`config.mk`:
```
export PLATFORM = sky130hd
export DESIGN_NAME = ascon_permutation_iter
export DESIGN_NICKNAME = d
export VERILOG_FILES = /design/src/rtl/ascon_permutation_iter.sv
export SDC_FILE = /design/constraint.sdc
export NUM_CORES = 2
export LEC_CHECK = 0
export CAP_MARGIN = 20
export CELL_PAD_IN_SITES_DETAIL_PLACEMENT = 1
export CELL_PAD_IN_SITES_GLOBAL_PLACEMENT = 1
export CORE_ASPECT_RATIO = 0.75
export CORE_MARGIN = 1.5
export CORE_UTILIZATION = 38
export CTS_CLUSTER_SIZE = 30
export DETAILED_ROUTE_END_ITERATION = 16
export PLACE_DENSITY_LB_ADDON = 0.3
export SLEW_MARGIN = 40
export SYNTH_ARGS = -nofsm -noshare
export SYNTH_HDL_FRONTEND = slang
export SYNTH_SLANG_ARGS = --single-unit
```
`constraint.sdc`:
```
create_clock -name clock_i -period 4.59 [get_ports clock_i]
set_input_delay 0.918 -clock clock_i [delete_from_list [all_inputs] [get_ports clock_i]]
set_output_delay 0.918 -clock clock_i [all_outputs]
set_load 0.01 [all_outputs]
```
`src/rtl/ascon_permutation_iter.sv`:
```
// ---------------------------------------------------------------------------
// ascon_permutation_iter
//
// Iterative ASCON permutation engine. A registered 320-bit state is advanced
// by one full round (constant addition, substitution layer, linear diffusion
// layer) per clock. p^a runs rounds (12-NB_ROUNDS_A)..11, and p^b runs rounds
// (12-NB_ROUNDS_B)..11.
//
// State packing: {x0, x1, x2, x3, x4}. x0 occupies bits [319:256] and x4
// occupies bits [63:0].
//
// Ports:
//   clock_i   in   1    system clock, rising edge
//   resetb_i  in   1    asynchronous reset, active-low
//   start_i   in   1    start request (accepted in IDLE or DONE)
//   mode_i    in   1    0 = p^a, 1 = p^b (sampled with start_i)
//   state_i   in   320  input state, loaded on an accepted start
//   state_o   out  320  state register
//   round_o   out  4    round index fed to the constant-addition stage
//   busy_o    out  1    high while rounds are being applied
//   done_o    out  1    one-cycle pulse; state_o holds the result
//
// Optional build macro: ASCON_DOUBLE_ROUND_EN
//   When defined, two round datapaths are chained, so each RUN edge applies
//   rounds r and r+1. The counter steps by 2 and round_o shows the first
//   index of each pair. Both round-count parameters must then be even.
// ---------------------------------------------------------------------------
module ascon_permutation_iter #(
  parameter int NB_ROUNDS_A = 12,
  parameter int NB_ROUNDS_B = 6
) (
  input  logic         clock_i,
  input  logic         resetb_i,
  input  logic         start_i,
  input  logic         mode_i,
  input  logic [319:0] state_i,
  output logic [319:0] state_o,
  output logic [3:0]   round_o,
  output logic         busy_o,
  output logic         done_o
);

  typedef enum logic [1:0] {
    S_IDLE = 2'd0,
    S_RUN  = 2'd1,
    S_DONE = 2'd2
  } fsm_e;

  localparam logic [3:0] START_A = 4'(12 - NB_ROUNDS_A);
  localparam logic [3:0] START_B = 4'(12 - NB_ROUNDS_B);

`ifdef ASCON_DOUBLE_ROUND_EN
  localparam logic [3:0] STEP      = 4'd2;
  // The final pair is (10, 11), so the last RUN edge sees the counter at 10.
  localparam logic [3:0] LAST_IDX  = 4'd10;
`else
  localparam logic [3:0] STEP      = 4'd1;
  localparam logic [3:0] LAST_IDX  = 4'd11;
`endif

  // Elaboration-time parameter sanity checks
  if ((NB_ROUNDS_A < 1) || (NB_ROUNDS_A > 12)) begin : g_bad_a
    $error("NB_ROUNDS_A must be in 1..12");
  end
  if ((NB_ROUNDS_B < 1) || (NB_ROUNDS_B > 12)) begin : g_bad_b
    $error("NB_ROUNDS_B must be in 1..12");
  end
`ifdef ASCON_DOUBLE_ROUND_EN
  if ((NB_ROUNDS_A % 2) != 0) begin : g_odd_a
    $error("NB_ROUNDS_A must be even with ASCON_DOUBLE_ROUND_EN");
  end
  if ((NB_ROUNDS_B % 2) != 0) begin : g_odd_b
    $error("NB_ROUNDS_B must be even with ASCON_DOUBLE_ROUND_EN");
  end
`endif

  // 64-bit rotate right
  function automatic logic [63:0] rotr(input logic [63:0] x, input int unsigned n);
    return (x >> n) | (x << (32'd64 - n));
  endfunction

  // One full ASCON round on a packed state
  function automatic logic [319:0] ascon_round(input logic [319:0] s, input logic [3:0] r);
    logic [63:0] x0, x1, x2, x3, x4;
    logic [63:0] t0, t1, t2, t3, t4;
    x0 = s[319:256];
    x1 = s[255:192];
    x2 = s[191:128];
    x3 = s[127:64];
    x4 = s[63:0];
    // Constant addition: round constant is {~r, r} in nibbles.
    x2[7:0] = x2[7:0] ^ {4'hF - r, r};
    // Bit-sliced 5-bit S-box across all 64 columns
    x0 = x0 ^ x4;
    x4 = x4 ^ x3;
    x2 = x2 ^ x1;
    t0 = ~x0 & x1;
    t1 = ~x1 & x2;
    t2 = ~x2 & x3;
    t3 = ~x3 & x4;
    t4 = ~x4 & x0;
    x0 = x0 ^ t1;
    x1 = x1 ^ t2;
    x2 = x2 ^ t3;
    x3 = x3 ^ t4;
    x4 = x4 ^ t0;
    x1 = x1 ^ x0;
    x0 = x0 ^ x4;
    x3 = x3 ^ x2;
    x2 = ~x2;
    // Linear diffusion layer
    x0 = x0 ^ rotr(x0, 32'd19) ^ rotr(x0, 32'd28);
    x1 = x1 ^ rotr(x1, 32'd61) ^ rotr(x1, 32'd39);
    x2 = x2 ^ rotr(x2, 32'd1)  ^ rotr(x2, 32'd6);
    x3 = x3 ^ rotr(x3, 32'd10) ^ rotr(x3, 32'd17);
    x4 = x4 ^ rotr(x4, 32'd7)  ^ rotr(x4, 32'd41);
    return {x0, x1, x2, x3, x4};
  endfunction

  fsm_e         fsm_q, fsm_d;
  logic [319:0] st_q, st_d;
  logic [3:0]   round_q, round_d;
  logic         busy_q, busy_d;
  logic         done_q, done_d;
  logic [319:0] rnd_s;

  // Round datapath: one round, or two chained rounds in the double build
`ifdef ASCON_DOUBLE_ROUND_EN
  logic [319:0] rnd_first_s;
  always_comb begin
    rnd_first_s = ascon_round(st_q, round_q);
    rnd_s       = ascon_round(rnd_first_s, round_q + 4'd1);
  end
`else
  always_comb begin
    rnd_s = ascon_round(st_q, round_q);
  end
`endif

  // Next-state logic for FSM, state register, round counter and flags
  always_comb begin
    fsm_d   = fsm_q;
    st_d    = st_q;
    round_d = round_q;
    case (fsm_q)
      S_IDLE, S_DONE: begin
        if (start_i) begin
          st_d    = state_i;
          round_d = mode_i ? START_B : START_A;
          fsm_d   = S_RUN;
        end else begin
          fsm_d   = S_IDLE;
        end
      end
      S_RUN: begin
        st_d = rnd_s;
        if (round_q == LAST_IDX) begin
          // Counter saturates here; it never wraps past the last round.
          fsm_d = S_DONE;
        end else begin
          round_d = round_q + STEP;
        end
      end
      default: begin
        fsm_d = S_IDLE;
      end
    endcase
    busy_d = (fsm_d == S_RUN);
    done_d = (fsm_d == S_DONE);
  end

  // State and output registers with asynchronous active-low reset
  always_ff @(posedge clock_i or negedge resetb_i) begin
    if (!resetb_i) begin
      fsm_q   <= S_IDLE;
      st_q    <= 320'd0;
      round_q <= 4'd0;
      busy_q  <= 1'b0;
      done_q  <= 1'b0;
    end else begin
      fsm_q   <= fsm_d;
      st_q    <= st_d;
      round_q <= round_d;
      busy_q  <= busy_d;
      done_q  <= done_d;
    end
  end

  assign state_o = st_q;
  assign round_o = round_q;
  assign busy_o  = busy_q;
  assign done_o  = done_q;

endmodule

```
== Word level (Yosys, flattened, before mapping) ==
Index checks and enable logic that the tools add are counted.
Word-level totals
  bits in registers: 328
  input port bits: 324
  output and inout port bits: 326
  word-level logic and storage cells: 71
Operators by class
  $add $sub $neg: 2
  equality and inequality tests: 7
  multiplexer cells: 9
  bitwise logic cells: 43
  reductions and logical operators: 5
Operators with widths (number)
  64-bit XOR: 21
  320-bit case mux with 2 select lines: 1
  64-bit NOT: 6
  64-bit AND: 5
  320-bit two-way mux: 1
  23-bit by 64-bit OR with 64-bit output: 1
  25-bit by 64-bit OR with 64-bit output: 1
  3-bit by 64-bit OR with 64-bit output: 1
  36-bit by 64-bit OR with 64-bit output: 1
  45-bit by 64-bit OR with 64-bit output: 1
  47-bit by 64-bit OR with 64-bit output: 1
  54-bit by 64-bit OR with 64-bit output: 1
  57-bit by 64-bit OR with 64-bit output: 1
  58-bit by 64-bit OR with 64-bit output: 1
  63-bit by 64-bit OR with 64-bit output: 1
  4-bit two-way mux: 2
  4-bit case mux with 2 select lines: 1
  8-bit XOR: 1
  4-bit by 1-bit adder with 4-bit output (second input constant): 1
  2-bit by 1-bit == test with 1-bit output (second input constant): 2
  2-bit == test (second input constant): 2
  4-bit == test (second input constant): 1
  2-bit inequality test (second input constant): 2
  2-bit case mux with 2 select lines: 1
  other kinds (9): 9

== Longest topological paths before layout ==
  depth after elaboration: 11
  depth in mapped cells: 8
  depth with buffers taken out: 7

== Least setup slack after synthesis ==
Ideal clock, no wire load.
  kind: input to register
  from: input port start_i
  to: register st_q[104], in the netlist state_o[104]
  library setup time: 0.137 ns
  data arrival time: 2.088 ns
  data required time: 4.453 ns
  path slack: 2.365 ns
  stages: 7
  buffers on the path: 3
  cell sequence: nor2b_1 > clkbuf_1 > clkbuf_1 > clkbuf_1 > nor2_1 > a211oi_1 > a21oi_1
On the way
  word-level cells in the longest chain between the ends: 2
Ends and longest elaborated chain
  from (decl): RTL line 34  | input logic start_i,
  2-bit inequality test (no source line)
  2-bit AND reduction (no source line)
  to (signal assigned): RTL line 182  | st_q <= st_d;
  to (decl): RTL line 121  | logic [319:0] st_q, st_d;
No other way between the ends.
A chain may end at the register's enable or synchronous reset.

== Worst setup path after layout ==
  from: register round_q[1], in the netlist round_o[1]
  to: register st_q[123], in the netlist state_o[123]
On the way
  word-level cells in the longest chain between the ends: 9
Ends and longest elaborated chain
  from (decl): RTL line 122  | logic [3:0] round_q, round_d;
  from (signal assigned): RTL line 183  | round_q <= round_d;
  4-bit subtractor: RTL line 92  | x2[7:0] = x2[7:0] ^ {4'hF - r, r};
  8-bit XOR: RTL line 92
  64-bit XOR: RTL line 96  | x2 = x2 ^ x1;
  64-bit XOR: RTL line 104  | x2 = x2 ^ t3;
  64-bit XOR: RTL line 109  | x3 = x3 ^ x2;
  54-bit by 64-bit OR with 64-bit output: RTL line 79  | return (x >> n) | (x << (32'd64 - n));
  64-bit XOR (2 in series): RTL line 115  | x3 = x3 ^ rotr(x3, 32'd10) ^ rotr(x3, 32'd17);
  320-bit case mux with 2 select lines: RTL line 145  | case (fsm_q)
No other way between the ends.

==> tab_implementation.tex <==
\begin{tabular}{lr}
\hline
Metric & Value \\
\hline
\multicolumn{2}{l}{\textbf{Timing}} \\
Hold Vio Cnt, Final & 0 \\
Relative slew margins & 0.2967 \\
Max Clock Skew & 23.58 ps \\
Unrepaired setup endpoints after global routing & no \\
Fin Setup TNS & 0 ps \\
Final critical delay including setup and external delays & 3071 ps \\
Part of the cycle the worst path needs & 0.6691 \\
Total of endpoints with negative setup slack in the final report & 0 \\
Pins Over Slew Limit & 0 \\
Tightest Pin Transition & 1047 ps \\
Max Fclk & 325.6 MHz \\
\multicolumn{2}{l}{\textbf{Yosys}} \\
Fraction of the yosys area taken by sequential cells & 0.2655 \\
Synth warn & 0 \\
Most area-consuming cells after synthesis & sky130\_fd\_sc\_hd\_\_dfrtp\_1 27\%, sky130\_fd\_sc\_hd\_\_xnor3\_1 18\%, sky130\_fd\_sc\_hd\_\_xnor2\_1 8.3\% \\
Flops \& latches, synth & 328 \\
Most numerous cell types in the synthesized netlist & 348 x sky130\_fd\_sc\_hd\_\_nand2\_1, 339 x sky130\_fd\_sc\_hd\_\_nor2\_1, 328 x sky130\_fd\_sc\_hd\_\_dfrtp\_1, 294 x sky130\_fd\_sc\_hd\_\_xnor2\_1, 252 x sky130\_fd\_sc\_hd\_\_xnor3\_1 \\
Mapped cell area & 0.03091 mm2 \\
Synthesized area divided by synthesized cell count & 9.981 um2 \\
Post-synthesis cell type count & 33 \\
Share of Yosys cell area claimed by the top area cell type & 0.2655 \\
Number of enable flip-flop cells after synthesis & 0 \\
Primary FF master, synth & sky130\_fd\_sc\_hd\_\_dfrtp\_1 \\
Net count of the mapped netlist & 3550 \\
Yosys top cell by area & sky130\_fd\_sc\_hd\_\_dfrtp\_1 \\
Cell with the most instances after synthesis & sky130\_fd\_sc\_hd\_\_nand2\_1 \\
Synthesized instance count & 3097 \\
Share of flip-flops with an asynchronous set or reset & 1.000 \\
\multicolumn{2}{l}{\textbf{Die}} \\
Overall die width & 332.3 um \\
Number of top-level pins & 650 \\
Vertical die dimension & 250 um \\
Core area & 0.08051 mm2 \\
Area enclosed by the die boundary & 0.08308 mm2 \\
Total number of placement rows & 90 \\
Initial core utilization & 0.3839 \\
\multicolumn{2}{l}{\textbf{Setup path}} \\
Largest fanout on the critical path & 6 \\
CP Class & reg2reg \\
Number of buffers and inverters on the critical path & 0 \\
Data arrival time of the worst path & 3600 ps \\
Largest stage delay on the critical path & 580 ps \\
R2R Setup Slk & 1520 ps \\
Startpoint of the worst-slack reg-to-reg timing path & round\_o[1]\$\_DFFE\_PN0P\_ \\
Worst-path cell with the longest stage delay & sky130\_fd\_sc\_hd\_\_xor2\_2 \\
Data required time at the worst endpoint & 5110 ps \\
Crit path cell chain & xnor2\_1 -> ha\_1 -> xor2\_2 -> xor2\_2 -> xor3\_1 -> a21oi\_1 \\
Element type at the critical path start & register \\
Depth of the worst register-to-register path & 6 \\
Crit. End Element & register \\
Startpoint of the worst setup timing path & round\_o[1]\$\_DFFE\_PN0P\_ \\
Kind of cell with the highest combined delay on the critical path & XOR/XNOR gates \\
Count of cell instances traversed by the critical path & 6 \\
Most repeated library cell on the critical path & sky130\_fd\_sc\_hd\_\_xor2\_2 \\
End of the critical path & state\_o[123]\$\_DFFE\_PN0P\_ \\
Worst reg2reg path endpoint & state\_o[123]\$\_DFFE\_PN0P\_ \\
\multicolumn{2}{l}{\textbf{GRT}} \\
Number of antenna violations at the first check in global routing & 15 \\
First-pass GRT wire length & 219000 um \\
Via count of the first global-routing pass & 27320 \\
Aggregate global routing overflow & 0 \\
Largest net degree at the start of global routing & 180 \\
Overall fraction of global-route tracks in use & 0.3795 \\
\multicolumn{2}{l}{\textbf{Clocking}} \\
Latest clock arrival within the worst-skew pair & 610 ps \\
Clk sinks & 328 \\
Hold-fix buffers at CTS & 0 \\
Count of H-tree levels built during CTS & 2 \\
Number of setup buffers added after CTS & 0 \\
Count of instances resized after the clock tree is built & 0 \\
CTS Root Cell & sky130\_fd\_sc\_hd\_\_clkbuf\_16 \\
TritonCTS clock tree & yes \\
Maximum buffer depth of the clock tree & 3 \\
Register clock-pin slew on the reported worst setup and hold paths & 60 ps \\
Inserted Clock Buffers & 42 \\
\multicolumn{2}{l}{\textbf{Worst hold path}} \\
Hold WC Path Type & in2async \\
\multicolumn{2}{l}{\textbf{Cells and area}} \\
Share of post-route cells with drive strength above 1 & 0.09315 \\
Nets@finish & 4146 \\
Area growth from synthesis to layout & 31.68\% \\
Area of all placed cells without fillers & 0.04070 mm2 \\
\multicolumn{2}{l}{\textbf{Placement}} \\
Input/output buffers & 649 \\
Post-place instance area & 0.03919 mm2 \\
Routability congestion estimate from global placement & 1.039 \\
Sum of net half-perimeters after detailed placement & 131400 um \\
\multicolumn{2}{l}{\textbf{Route}} \\
Vias per Instance & 5.680 \\
Total wire length after detailed routing & 160000 um \\
Total vias in the final route & 27190 \\
Number of iterations in the first detailed-routing pass & 5 \\
Remaining DRCs & 0 \\
Routed length per placed instance & 33.42 um \\
Antenna-violating nets left & 0 \\
1st-iter DRT viols & 2763 \\
\multicolumn{2}{l}{\textbf{Status}} \\
Result of the run & completed \\
\multicolumn{2}{l}{\textbf{Run}} \\
MaxCap Viol Count & 0 \\
\hline
\end{tabular}
[cell families after synthesis]
family                     after synthesis  share of synthesized area
xor gates and xnor gates               907                     0.4053
and+or+nand+nor                        762                    0.09824
AOI/OAI and AO/OA                      545                     0.1061
buffers and inverters                  331                    0.04076
DFF                                    328                     0.2655
adders and majority gates              192                    0.07375
muxes                                   32                    0.01036
[worst min-delay path by stage]
| stage | depth (start not counted) | endpoint | slack, ps | startpoint |
|---|---|---|---|---|
| floorplan | 2 | state_o[240]$_DFFE_PN0P_ | 580 | state_o[240]$_DFFE_PN0P_ |
| detailed placement | 2 | state_o[240]$_DFFE_PN0P_ | 560 | state_o[240]$_DFFE_PN0P_ |
| global route | 1 | round_o[0]$_DFFE_PN0P_ | 260 | resetb_i |
| global placement | 2 | state_o[240]$_DFFE_PN0P_ | 560 | state_o[240]$_DFFE_PN0P_ |
| finish | 1 | state_o[189]$_DFFE_PN0P_ | 240 | resetb_i |
| CTS | 1 | state_o[186]$_DFFE_PN0P_ | 220 | resetb_i |
[registers in the layout, indices dropped and copies added, names as in the netlist]
signal   flops
state_o    320
round_o      4
fsm_q        2
busy_o       1
done_o       1
[stage by stage]
stage               instances  hold slack, ps    util  setup WS (ps)
floorplan                3097           580.7       -           2365
global placement         4705           559.7  0.4814           1415
detailed placement       4705           564.8  0.4867           1350
CTS                      4781           223.4  0.5039           1587
global route             4784           256.7  0.5055           1483
finish                   4787           241.2  0.5055           1519
[layout by cell type (no fill, tap or decap), drive strengths merged, types with 16 or more instances in the layout]
master and instances:
maj3 63, dfrtp 328, xnor3 252, clkbuf 67, ha 129, clkdlybuf4s50 648, mux2i 32, a21o 16
a31oi 65, a211oi 133, a21oi 233, o21ai 69, xor2 224, a22oi 19, inv 191, and3 59
xnor2 427, buf 44, nor2 339, nand2 348
[worst reg2reg max path, delay by kind of cell, from the launching register on]
kind | cells | cell delay [ps]
adder cells (fa/ha/maj) | 1 | 300
AO/OA/AOI/OAI | 1 | 160
flip-flops | 1 | 510
XOR/XNOR | 4 | 2020
[per-layer routing]
metal  track usage  share of wire
met1        0.5035           0.41
met2        0.5851           0.45
met3        0.1169           0.10
met4        0.1312          0.039
met5             0        0.00060
[area by class of cell]
type	instances	area [um2]
diodes	4	10.01
clock buffers	67	1319
clock inverters	9	70.07
fillers	8847	39810
inverters	191	716.9
multi-input cells	2438	21970
flip-flops and latches	328	8208
well taps	1058	1324
repair buffers	692	7082
Power is not shown: default switching activity piles up to over one toggle a cycle in this logic, so the estimate is an artifact.
